### src/rtl/piso_tx.sv
// Parallel-in/serial-out frame transmitter: start bit, data MSB-first, optional even
// parity, stop bit(s). The line idles high and all line-side outputs are registered.
module piso_tx #(
    parameter int DATA_WIDTH = 8,
    parameter int BIT_CYCLES = 1,
    parameter int STOP_BITS  = 1,
    parameter int PARITY_EN  = 0
) (
    input  logic                  sr_clk_i,
    input  logic                  rst_i,
    input  logic                  load_i,
    input  logic [DATA_WIDTH-1:0] data_i,
    output logic                  serial_o,
    output logic                  ready_o,
    output logic                  busy_o,
    output logic                  done_o
);

    localparam int CNT_W = (BIT_CYCLES > 1) ? $clog2(BIT_CYCLES + 1) : 1;
    localparam int IDX_W = $clog2(DATA_WIDTH + 1);

    localparam logic [CNT_W-1:0] BIT_LAST  = CNT_W'(BIT_CYCLES - 1);
    localparam logic [IDX_W-1:0] DATA_LAST = IDX_W'(DATA_WIDTH - 1);
    localparam logic [IDX_W-1:0] STOP_LAST = IDX_W'(STOP_BITS - 1);

    typedef enum logic [2:0] {
        IDLE,
        START,
        DATA,
        PARITY,
        STOP
    } state_t;

    state_t                state;
    state_t                state_next;
    logic [DATA_WIDTH-1:0] shift_reg;
    logic                  parity_bit;
    logic [CNT_W-1:0]      bit_cnt;
    logic [IDX_W-1:0]      bit_idx;
    logic                  accept;
    logic                  bit_end;
    logic                  line_val;

    assign ready_o = (state == IDLE);
    assign accept  = (state == IDLE) && load_i;
    assign bit_end = (bit_cnt == BIT_LAST);

    always_ff @(posedge sr_clk_i or posedge rst_i) begin
        if (rst_i) begin
            state <= IDLE;
        end else begin
            state <= state_next;
        end
    end

    always_comb begin
        state_next = state;
        line_val   = 1'b1;
        case (state)
            IDLE: begin
                if (load_i) begin
                    state_next = START;
                end
            end
            START: begin
                line_val = 1'b0;
                if (bit_end) begin
                    state_next = DATA;
                end
            end
            DATA: begin
                line_val = shift_reg[DATA_WIDTH-1];
                if (bit_end && (bit_idx == DATA_LAST)) begin
                    state_next = (PARITY_EN != 0) ? PARITY : STOP;
                end
            end
            PARITY: begin
                line_val = parity_bit;
                if (bit_end) begin
                    state_next = STOP;
                end
            end
            STOP: begin
                if (bit_end && (bit_idx == STOP_LAST)) begin
                    state_next = IDLE;
                end
            end
            default: begin
                state_next = IDLE;
            end
        endcase
    end

    // Line outputs follow the state one cycle later, so the start bit appears on the
    // edge after acceptance and done_o marks the first fully idle cycle.
    always_ff @(posedge sr_clk_i or posedge rst_i) begin
        if (rst_i) begin
            serial_o   <= 1'b1;
            busy_o     <= 1'b0;
            done_o     <= 1'b0;
            shift_reg  <= '0;
            parity_bit <= 1'b0;
            bit_cnt    <= '0;
            bit_idx    <= '0;
        end else begin
            serial_o <= line_val;
            busy_o   <= (state != IDLE);
            done_o   <= (state == IDLE) && busy_o;
            if (accept) begin
                shift_reg  <= data_i;
                parity_bit <= ^data_i;
                bit_cnt    <= '0;
                bit_idx    <= '0;
            end else if (state != IDLE) begin
                if (bit_end) begin
                    bit_cnt <= '0;
                    if (state == DATA) begin
                        shift_reg <= shift_reg << 1;
                    end
                    // bit_idx counts data bits in DATA and stop bits in STOP
                    if (state_next != state) begin
                        bit_idx <= '0;
                    end else begin
                        bit_idx <= bit_idx + IDX_W'(1);
                    end
                end else begin
                    bit_cnt <= bit_cnt + CNT_W'(1);
                end
            end
        end
    end

endmodule

### config.mk
export PLATFORM = sky130hd
export DESIGN_NAME = piso_tx
export DESIGN_NICKNAME = d
export VERILOG_FILES = /design/src/rtl/piso_tx.sv
export SDC_FILE = /design/constraint.sdc
export NUM_CORES = 1
export LEC_CHECK = 0
export BUFFER_PORTS_ARGS = -buffer_cell sky130_fd_sc_hd__buf_2
export CELL_PAD_IN_SITES_DETAIL_PLACEMENT = 1
export CELL_PAD_IN_SITES_GLOBAL_PLACEMENT = 1
export CORE_AREA = 3 3 49 56
export DETAILED_ROUTE_END_ITERATION = 16
export DIE_AREA = 0 0 52 59
export GPL_ROUTABILITY_DRIVEN = 1
export PLACE_DENSITY_LB_ADDON = 0.1
export SYNTH_ARGS = -nofsm -noshare
export SYNTH_HDL_FRONTEND = slang
export SYNTH_SLANG_ARGS = --single-unit
### constraint.sdc
create_clock -name sr_clk_i -period 4 [get_ports sr_clk_i]
set_clock_uncertainty 0.15 [all_clocks]
set_input_delay 0.6 -clock sr_clk_i [delete_from_list [all_inputs] [get_ports sr_clk_i]]
set_output_delay 0.6 -clock sr_clk_i [all_outputs]
set_load 0.005 [all_outputs]
**Word level (Yosys, flattened, before mapping)**

Index checks and enable logic that the tools add are counted.

- Register bits: 20
- Bits of input ports: 11
- Output and inout port bits: 4
- Word-level logic and storage cells: 48

- Add/sub/neg operators: 2
- Equal/unequal tests: 7
- Multiplexer cells: 18
- Bitwise logic cells: 1
- Reduce and logical (&&, ||, !) cells: 12

Operators with widths:

| cell | number |
|---|---|
| 8-bit two-way mux | 4 |
| 4-bit two-way mux | 4 |
| 3-bit two-way mux | 5 |
| 3-bit case mux with 5 select lines | 1 |
| 8-bit parity | 1 |
| 3-bit by 2-bit == test with 1-bit output, second input constant | 2 |
| 4-bit by 1-bit adder with 4-bit output, second input constant | 1 |
| 4-bit by 3-bit == test with 1-bit output, second input constant | 1 |
| 1-bit logical AND | 4 |
| 4-bit zero test | 1 |
| 2-bit nonzero test | 2 |
| 3-bit by 1-bit == test with 1-bit output, second input constant | 1 |
| 3-bit == test, second input constant | 1 |
| 3-bit zero test | 1 |
| 1-bit two-way mux | 3 |
| 3-bit inequality test | 1 |
| 1-bit case mux with 3 select lines | 1 |
| 3-bit AND reduction | 1 |
| 3-bit nonzero test | 1 |
| 2-bit by 1-bit inequality test with 1-bit output, second input constant | 1 |
| 2-bit AND reduction | 1 |
| 1-bit adder, second input constant | 1 |
| 1-bit inverter | 1 |

**Logic depth before layout (Yosys ltp)**

Gate-level depths: netlist of run 1.

- Depth after elaboration: 9
- Mapped depth: 7
- Depth with buffers taken out: 6

**Worst setup path after synthesis of run 1**

Ideal clock, no wire load.

- Kind: flip-flop to flip-flop
- Start point: register bit_idx[0]
- End point: register bit_idx[0]
- Library setup time: 0.128 ns
- Arrival: 1.339 ns
- Path slack: 2.383 ns
- Cell stages (with the launch flop): 7
- Path buffers: 0
- Period minus slack after synthesis: 1.617 ns
- Cells stage by stage: dfrtp_1 > inv_1 > ha_1 > inv_1 > o311ai_0 > a21boi_1 > o21ai_0

- Longest elaborated chain between the ends: 9
- Elaborated cells between the ends (all ways): 13
- Those cells by class: add/sub (1); eq/ne (2); mux (7); reduce/logical (3)

RTL lines:

| item | RTL line | RTL |
|---|---|---|
| from (decl) | 39 | `logic [IDX_W-1:0] bit_idx;` |
| from (signal assigned) | 124 | `bit_idx <= bit_idx + IDX_W'(1);` |
| 4-bit by 3-bit == test with 1-bit output or 4-bit zero test (tied branches) | 73, 84 |  |
| 1-bit logical AND, on equally long branches | 73, 84 |  |
| 3-bit two-way mux, on equally long branches | 73, 84 |  |
| 3-bit case mux with 5 select lines | 59 | `case (state)` |
| 3-bit inequality test | 121 | `if (state_next != state) begin` |
| 4-bit two-way mux * | 121 |  |
| 4-bit two-way mux * | 115 | `if (bit_end) begin` |
| 4-bit two-way mux * | 114 | `end else if (state != IDLE) begin` |
| 4-bit two-way mux * | 109 | `if (accept) begin` |

Mark *: on every way between the ends. The rest lies on a longest branch, timed or not. The select of a mux whose other input is x is not followed.
A chain may end at the register's enable or synchronous reset.

**Worst setup path after layout of run 1**

- Start point: register state[2]
- End point: output ready_o

- Longest elaborated chain between the ends: 1

RTL lines:

| item | RTL line | RTL |
|---|---|---|
| from (decl) | 34 | `state_t state;` |
| from (signal assigned) | 52 | `state <= state_next;` |
| 3-bit zero test | 44 | `assign ready_o = (state == IDLE);` |
| to (decl) | 14 | `output logic ready_o,` |

No other way between the ends.

==> results of run 1 <==
-- through the flow --
step	util [%]	instances	total power, mW	setup slack [ns]
5_1_grt	48.7	138	0.792	1.83
3_5_place_dp	47.5	134	0.634	2.03
4_1_cts	48.7	138	0.736	1.98
2_1_floorplan	-	96	0.582	2.38
6_report	48.7	138	0.720	2.02
3_3_place_gp	47.5	134	0.622	2.06
-- cell usage in the layout (no fill, tap or decap), drive strengths merged --
master	synthesis	layout
a221o	2	2
nor3b	4	4
inv	6	6
nand2b	4	4
nor2	2	2
a21o	1	1
a21boi	1	1
xnor2	7	7
nor3	1	1
nor4	1	1
o311ai	1	1
a21oi	3	3
clkbuf	1	4
buf	5	14
a22oi	1	1
dfstp	1	1
or3b	1	1
mux2i	5	5
nand3	1	1
nand2	12	12
o21ai	9	9
xor2	1	1
and2	2	2
dfrtp	18	18
nand3b	3	3
ha	2	2
or2	1	1
-- area by class of cell --
cell class / instances / area, um2 / area share (%)
inverter: 6 / 22.5 / 2.07
timing repair buffer: 14 / 70.1 / 6.45
sequential: 19 / 477 / 43.9
tap: 30 / 37.5 / 3.46
multi-input combinational: 65 / 453 / 41.7
clock buffer: 4 / 26.3 / 2.42
-- Yosys cell counts, types with 2 or more instances --
master,instances,area [um2]
buf_6,2,22.5
nor2_1,2,7.51
nand2b_1,4,25.0
buf_4,3,22.5
nand3b_1,3,22.5
xnor2_1,7,61.3
and2_1,2,12.5
nand2_1,12,45.0
a221o_1,2,20.0
o21ai_0,8,40.0
ha_1,2,25.0
nor3b_1,3,22.5
a21oi_1,3,15.0
dfrtp_1,18,450
mux2i_1,5,50.1
inv_1,6,22.5
-- kinds of logic after synthesis --
group	after synthesis	synth area share, %
simple gates	32	19.6
buf+inv	12	7.12
mux	5	5.00
xor+xnor	8	7.00
compound gates	18	11.1
flops	19	47.6
fa+ha+maj	2	2.50
-- layer usage --
metal	part of all wire, %	wire [um]
met1	45	835
met3	2.9	53
met4	2.9	53
met5	0	0
met2	49	894
-- report_power, final --
part,internal (mW),switching [mW],total [mW],leakage (nW)
clock,0.0389,0.0605,0.0994,0.0150
sequential,0.272,0.0710,0.343,0.239
combinational,0.141,0.137,0.278,0.243
total,0.452,0.268,0.720,0.497
-- worst paths after layout --
check,start,to,slack (ns)
max,state[2],ready_o,2.02
min,rst_i,bit_idx[1],0.25
max reg2reg,state[2],shift_reg[6],2.05
min reg2reg,busy_o,done_o,0.34
max in group asynchronous,rst_i,done_o,3.00
min in group sr_clk_i,busy_o,done_o,0.34
==> results.md, run 1 <==
- DRC viols: 0
- GR Overflow Total: 0
- Routed Antenna Nets: 0
- Clock-pin slew on the worst setup and hold paths: roughly 0.11 ns
- H-tree levels: 1
- Most used routing layer: met2
- Syn_area_per_cell: approximately 10 um2
- Num CTS Buffers: 3
- Critical path data arrival time: about 1.2 ns
- Static leakage: 0.497 nW
- DR WL/cell: approximately 13 um
- Met1 Use GR: 18.7%
- Ratio of cells with drive above 1 in the final layout: about a fifth
- Syn Nets: ~110
- Via density: 5.11
- GRT Overall Usage: 15.2%
- Max reg flops: 8
- Via count: around 700
- FP Rows: 18
- Clock root buffer: clkbuf_4
- Yosys warnings: 0
- Hold_ws: 0.249 ns
- Sequential area share after synthesis: 47.6%
- Die height: 59 um
- Slew @ Worst Pin: 0.719 ns
- Critical Setup Path Class: reg -> out
- Status: completed
- Syn Std Cell Area: 1000 um2
- CP Depth: 2
- Setup violations, final: 0
- Clk_lat worst skew: about 0.3 ns
- Synth cell types: 30
- Core Area: 2230 um2
- Die ar.: slightly above 3000 um2
- First-pass GRT wire length: 3.40 mm
- Filler cells: 270
- Max-cap violations: 0
- CP peak stage delay: 0.51 ns
- Critical path fanouts, max: 8
- GR Util met2: 24.6%
- Final period util: just under 50%
- Hold-fix buffers, CTS: 0
- Vias in the first global route: 758
- CP max-delay cell: dfrtp_1
- Cell area after placement: 1060 um2
- Maximum vdd drop: 0.000298 V
- Setup TNS: 0 ns
- Initial DRC count: 1
- Initial Utilization: 44.9%
- Cells along the critical path: nor3_4 -> buf_2
- Worst Path Required: 3.25 ns
- Ys async rst share: 100%
- Router iterations before antenna repair: 3
- Crit. End Element: output pin
- Global placement routability congestion: about 0.75
- Initial antenna violation count: 0
- Worst reg2reg path depth: 4
- Syn Inst Count: 96
- CTS tree: done
- Slew HR: 51.6%
- Clock buffer depth: 2
- Post-CTS Setup Inserts: 0
- Drt total wl: 1.84 mm
- Hpwl dp: 1.37 mm
- Minimum clock period: between 1.5 and 2 ns
- GR Util met3: 2.27%
- Fin area: 1090 um2
- Area growth, synth to finish: 8.50%
- Largest net degree at the start of global routing: 20
- Power density over the cells: 663 nW/um2
- Post-synth top flop: dfrtp_1
- Top delay family on crit path: flip-flops
- Port buffer count: 14
- Sink Count: 19
- CP bufs+invs: 1
- # resized after CTS: 0
- Endpoints failing hold: 0
- RSZ-0062 raised after global routing: no
- Max Clk Rate: slightly above 500 MHz
- Max Slew Vio Count: 0
- Die Wd: about 52 um
- Ports: 15
- EDFF count, synth: 0
- Yosys reg bits: 19
- Number of nets in the layout: 122
- Ant diodes: 0
- CP Launch Type: register
- Hold crit path type: in -> async
(Power assumes the default switching activity.)
==> run 2: changes to the inputs <==
--- a/config.mk
+++ b/config.mk
@@ -8,9 +8,9 @@
 export BUFFER_PORTS_ARGS = -buffer_cell sky130_fd_sc_hd__buf_2
 export CELL_PAD_IN_SITES_DETAIL_PLACEMENT = 1
 export CELL_PAD_IN_SITES_GLOBAL_PLACEMENT = 1
-export CORE_AREA = 3 3 49 56
+export CORE_AREA = 3 3 51 58
 export DETAILED_ROUTE_END_ITERATION = 16
-export DIE_AREA = 0 0 52 59
+export DIE_AREA = 0 0 54 61
 export GPL_ROUTABILITY_DRIVEN = 1
 export PLACE_DENSITY_LB_ADDON = 0.1
 export SYNTH_ARGS = -nofsm -noshare
==> constraint.sdc (replaced) <==
create_clock -name sr_clk_i -period 2 [get_ports sr_clk_i]
set_clock_uncertainty 0.15 [all_clocks]
set_input_delay 0.3 -clock sr_clk_i [delete_from_list [all_inputs] [get_ports sr_clk_i]]
set_output_delay 0.3 -clock sr_clk_i [all_outputs]
set_load 0.005 [all_outputs]
==> run 2 against run 1 <==
Effect of this change:
- sequential cell count did not move
- non-clock buffer count rose by 4
- via count rose by 2.3%
- core utilization fell by 2.9 points
- routed wire length rose by 3.9%
- die area rose by 7.4%
- sequential share of layout area fell by 1.4 points
- worst hold slack got worse by 0.16 ns
- critical path depth rose by 4
- sequential power rose by 100%
- highest routed layer unchanged
==> results.md, run 2 (same netlist as run 1, synthesis figures left out) <==
- Critical path fanouts, max: 5 (-3)
- Hpwl dp: 1.48 mm (+8.0%)
- Port buffer count: 14 (unchanged)
- RSZ-0062 raised after global routing: no
- Worst Path Required: 2.02 ns (-1.23 ns)
- Vias in the first global route: 761 (+0.40%)
- Sink Count: 19 (unchanged)
- WHS Endpoint: shift_reg[3]
- Clock root buffer: clkbuf_4
- Die height: 61 um (+3.4%)
- Setup WS pre-CTS: 0.127 ns (-1.90 ns)
- Core Area: 2450 um2 (+9.8%)
- Endpoints failing hold: 0 (unchanged)
- Hold_ws: 0.0848 ns (-0.164 ns)
- Ant diodes: 0 (unchanged)
- Maximum vdd drop: 0.000588 V (+98%)
- Max reg flops: 8 (unchanged)
- Max-cap violations: 0 (unchanged)
- Final period util: a little under nine tenths
- Ratio of cells with drive above 1 in the final layout: 22.3% (+2.9 points)
- Max Slew Vio Count: 0 (unchanged)
- Via density: 5.04 (-1.3%)
- Initial Utilization: 40.9% (-4.0 points)
- Initial DRC count: 4 (+3)
- Die ar.: 3290 um2 (+7.4%)
- H-tree levels: 1 (unchanged)
- Drt total wl: 1.91 mm (+3.9%)
- Static leakage: 0.521 nW (+4.8%)
- Post-CTS Setup Inserts: 0 (unchanged)
- Area growth, synth to finish: 12.0%
- Worst reg2reg path depth: 6 (+2)
- Clock-pin slew on the worst setup and hold paths: 0.12 ns (about the same)
- Largest net degree at the start of global routing: 20 (unchanged)
- Max Clk Rate: roughly 580 MHz
- Commonest non-fill, non-tap cell in the layout: dfrtp_1
- Setup violations, final: 0 (unchanged)
- Critical R2R Capture: bit_idx[1]
- Setup ws final: 0.278 ns (-1.74 ns)
- Total power: 1.47 mW (+100%)
- Clock buffer depth: 2 (unchanged)
- Clk_lat worst skew: 0.30 ns (about the same)
- Router iterations before antenna repair: 2 (-1)
- Status: completed
- Initial antenna violation count: 0 (unchanged)
- GR Overflow Total: 0 (unchanged)
- Cell area after placement: 1080 um2 (+2.2%)
- First-pass GRT wire length: 3.43 mm (+0.82%)
- Critical Setup Path Class: reg -> reg
- Worst hold path depth: 3
- Via count: 721 (+2.3%)
- Ports: 15 (unchanged)
- Hold Crit Start: data_i[3]
- Power density over the cells: 1310 nW/um2 (+98%)
- CP Launch Type: register
- CTS tree: done
- Routed Antenna Nets: 0 (unchanged)
- FF-to-FF setup slack: 0.28 ns (-1.77 ns)
- Most frequent cells in the layout: dfrtp_1, buf_2, nand2_1
- GRT Overall Usage: 14.8% (-0.49 points)
- Crit. End Element: register
- Global placement routability congestion: 0.791 (+4.9%)
- Hold crit path type: in -> reg
- DRC viols: 0 (unchanged)
- Die Wd: 54 um (+3.8%)
- Fin area: 1120 um2 (+3.2%)
- Setup TNS: 0 ns (unchanged)
- Critical path data arrival time: 1.75 ns (+0.52 ns)
- FP Rows: 19 (+1)
- Slew @ Worst Pin: 0.436 ns (-0.283 ns)
- Number of nets in the layout: 126 (+3.3%)
- RR Startpoint: bit_idx[0]
- Num CTS Buffers: 3 (unchanged)
- Minimum clock period: ~1.7 ns
- DR WL/cell: 13.3 um (+0.23%)
- Slew HR: 70.9% (+19 points)
## run 2: worst max path at each step
stage	from	to	slack, ns	cells past startpoint
3_3_place_gp	bit_idx[0]	bit_idx[0]	0.24	6
6_report	bit_idx[0]	bit_idx[1]	0.28	6
2_1_floorplan	bit_idx[0]	bit_idx[0]	0.38	6
3_5_place_dp	bit_idx[0]	bit_idx[1]	0.13	6
5_1_grt	bit_idx[0]	bit_idx[1]	0.09	6
4_1_cts	bit_idx[0]	bit_idx[1]	0.12	6
## run 2: routing by layer
layer	track usage [%]	vias up	share of wire (%)
met5	0	-	0
met4	7.47	0	1.0
met3	2.21	2	3.4
met2	24.6	11	51
met1	18.4	352	44
li1	-	356	-
## run 2: metrics by stage
step                util (%)  cells
floorplan                  -     96
global placement        44.3    138
detailed placement      44.3    138
CTS                     45.8    143
global route            45.8    143
finish                  45.8    143
## run 2: area by class of cell
| cell class | instances | area, um2 |
|---|---|---|
| clock buffers | 3 | 22.5 |
| clock inverters | 1 | 5.00 |
| fillers | 281 | 1330 |
| inverters | 6 | 22.5 |
| multi-input cells | 65 | 453 |
| flip-flops and latches | 19 | 477 |
| well taps | 31 | 38.8 |
| repair buffers | 18 | 103 |
## run 2: repair_timing
action	in CTS	in global routing
resized for setup	0	1
hold buffers	1	0
endpoints found under the setup margin	0	3
endpoints found under the hold margin	18	0
## run 2: where the power goes
part | internal, mW | switching (mW) | total, mW
Sequential | 0.544 | 0.145 | 0.688
Clock | 0.0744 | 0.120 | 0.194
Combinational | 0.304 | 0.287 | 0.591
## run 2: critical path: stages, from the launching register on
cell      delay, ns
dfrtp_1        0.44
inv_1          0.08
ha_1           0.13
inv_1          0.04
o311ai_1       0.35
a21boi_1       0.30
o21ai_0        0.12
==> run 3: changes to the inputs <==
--- a/config.mk
+++ b/config.mk
@@ -8,9 +8,9 @@
 export BUFFER_PORTS_ARGS = -buffer_cell sky130_fd_sc_hd__buf_2
 export CELL_PAD_IN_SITES_DETAIL_PLACEMENT = 1
 export CELL_PAD_IN_SITES_GLOBAL_PLACEMENT = 1
-export CORE_AREA = 3 3 51 58
+export CORE_AREA = 2 2 50 57
 export DETAILED_ROUTE_END_ITERATION = 16
-export DIE_AREA = 0 0 54 61
+export DIE_AREA = 0 0 52 59
 export GPL_ROUTABILITY_DRIVEN = 1
 export PLACE_DENSITY_LB_ADDON = 0.1
 export SYNTH_ARGS = -nofsm -noshare
==> run 3 against run 2 <==
Effect of this change:
- register-to-register slack worse by 0.05 ns
- critical path depth unchanged
- worst hold slack improved by 0.0012 ns
- count of clock-buffer cells in the layout rose by 1
- highest routed layer unchanged
- global-route usage down 0.80 points
- critical path type unchanged
==> results.md, run 3 (same netlist as run 1, synthesis figures left out) <==
- Power density over the cells: 1300 nW/um2 (-0.83%)
- GR Overflow Total: 0 (unchanged)
- Clock root buffer: clkbuf_4
- Num CTS Buffers: 3 (unchanged)
- Max reg flops: 8 (unchanged)
- Most frequent cells in the layout: dfrtp_1, buf_2, nand2_1
- Hpwl dp: 1.33 mm (-10%)
- Placed cell count: 138 (unchanged)
- DR WL/cell: 12.2 um (-8.6%)
- DRC viols: 0 (unchanged)
- Setup violations, final: 0 (unchanged)
- Global placement routability congestion: 0.733 (-7.3%)
- Port buffer count: 14 (unchanged)
- Max Clk Rate: 564 MHz (-2.9%)
- Max Slew Vio Count: 0 (unchanged)
- Crit. End Element: register
- Clk_lat worst skew: 0.29 ns (about the same)
- Via density: 4.92 (-2.4%)
- Hold crit path type: in -> reg
- Critical Setup Path Class: reg -> reg
- Worst Path Required: 2.02 ns (about the same)
- Status: completed
- Die ar.: 3070 um2 (-6.9%)
- Critical path fanouts, max: 5 (unchanged)
- Slew @ Worst Pin: 0.434 ns (-0.00177 ns)
- Setup ws final: 0.227 ns (-0.0510 ns)
- Router iterations before antenna repair: 3 (+1)
- Flop pwr share: 46.8% (about the same)
- Clock buffer depth: 2 (unchanged)
- First-pass GRT wire length: 3.14 mm (-8.5%)
- FF-to-FF setup slack: 0.23 ns (-0.05 ns)
- Critical path data arrival time: 1.80 ns (+0.05 ns)
- Initial DRC count: 8 (+4)
- Clk network pwr share: 13.3% (about the same)
- Combinational power share: 39.9% (-0.2 points)
- Critical R2R Capture: bit_idx[0]
- FP Rows: 19 (unchanged)
- Vias in the first global route: 702 (-7.8%)
- RSZ-0062 raised after global routing: no
- Core Area: 2450 um2 (unchanged)
- Endpoints failing hold: 0 (unchanged)
- Slew HR: 71.0% (+0.12 points)
- Static leakage: 0.519 nW (-0.52%)
- Ratio of cells with drive above 1 in the final layout: 21.4% (-0.89 points)
- Clock-pin slew on the worst setup and hold paths: 0.11 ns (about the same)
- Area growth, synth to finish: 11.9%
- Routed Antenna Nets: 0 (unchanged)
- Setup WS pre-CTS: 0.0837 ns (-0.0434 ns)
- Minimum clock period: 1.77 ns (+0.0510 ns)
- Switching share of total power: 36.7% (-0.77 points)
- Critical Path End: bit_idx[0]
- Hold Crit Start: data_i[5]
- Max-cap violations: 0 (unchanged)
- Internal power: 0.925 mW (+0.28%)
- Die height: 59 um (-3.3%)
- Initial antenna violation count: 0 (unchanged)
- Final period util: 88.6% (+2.5 points)
- GRT Overall Usage: 14.0% (-0.80 points)
- Initial Utilization: 40.9% (unchanged)
- Drt total wl: 1.74 mm (-8.6%)
- Finished Layout Cells: 143 (unchanged)
- Ports: 15 (unchanged)
- Hold_ws: 0.0860 ns (+0.00121 ns)
- NetSw: 0.535 mW (-3.0%)
- H-tree levels: 1 (unchanged)
- CTS tree: done
- Filler cells: 288 (+2.5%)
- Sink Count: 19 (unchanged)
- CP Launch Type: register
- Ant diodes: 0 (unchanged)
- Via count: 704 (-2.4%)
- RR Startpoint: bit_idx[0]
- Crit. Startpoint: bit_idx[0]
- Largest net degree at the start of global routing: 20 (unchanged)
- Worst reg2reg path depth: 6 (unchanged)
- Commonest non-fill, non-tap cell in the layout: dfrtp_1
- Setup TNS: 0 ns (unchanged)
- Die Wd: 52 um (-3.7%)
- Maximum vdd drop: 0.000569 V (-3.2%)
- Multi-input gate area: 453 um2 (unchanged)
- Number of nets in the layout: 126 (unchanged)
- Register area: 477 um2 (unchanged)
## run 3: power groups by stage
stage,clock network (mW),logic [mW],registers (mW)
2_1_floorplan,0,0.552,0.613
6_report,0.194,0.583,0.684
3_5_place_dp,0,0.591,0.695
3_3_place_gp,0,0.579,0.686
4_1_cts,0.205,0.597,0.686
5_1_grt,0.217,0.676,0.713
## run 3: worst min path at each step
stage                   endpoint  depth (start not counted)  slack (ns)
CTS                 shift_reg[2]                          3        0.08
floorplan             bit_idx[0]                          1        0.10
global route        shift_reg[3]                          3        0.09
finish              shift_reg[5]                          3        0.09
detailed placement  shift_reg[0]                          3        0.19
global placement    shift_reg[1]                          3        0.18
## run 3: stage by stage
stage	power (mW)	utilization [%]	cell area (um2)
2_1_floorplan	1.16	-	1000
3_3_place_gp	1.27	44.3	1080
3_5_place_dp	1.29	44.3	1080
4_1_cts	1.49	45.7	1120
5_1_grt	1.61	45.7	1120
6_report	1.46	45.7	1120
## run 3: final cells by class
type                            instances  area share [%]
Timing Repair Buffer                   18            9.16
Inverter                                6            2.01
Multi-Input combinational cell         65            40.4
Clock buffer                            4            2.35
Tap cell                               31            3.46
Sequential cell                        19            42.6
## run 3: layer usage
layer	GRT usage, %	vias to the layer above	routed length, um
li1	-	354	-
met1	16.9	339	827
met2	23.3	9	846
met4	6.77	0	17
met5	0	-	0
met3	3.03	2	53
## run 3: worst max-delay path: stages, from the launching register on
cell and delay, ns:
dfrtp_1 0.44, inv_1 0.08, ha_1 0.14, inv_1 0.04, o311ai_1 0.36, a21boi_1 0.33
o21ai_0 0.13
## run 3: timing repair
item,4_1_cts,5_1_grt
buffers inserted,0,0
endpoints found under the setup margin,0,4
gates resized for setup,0,1
hold endpoints to repair,18,0
hold buffers,1,0
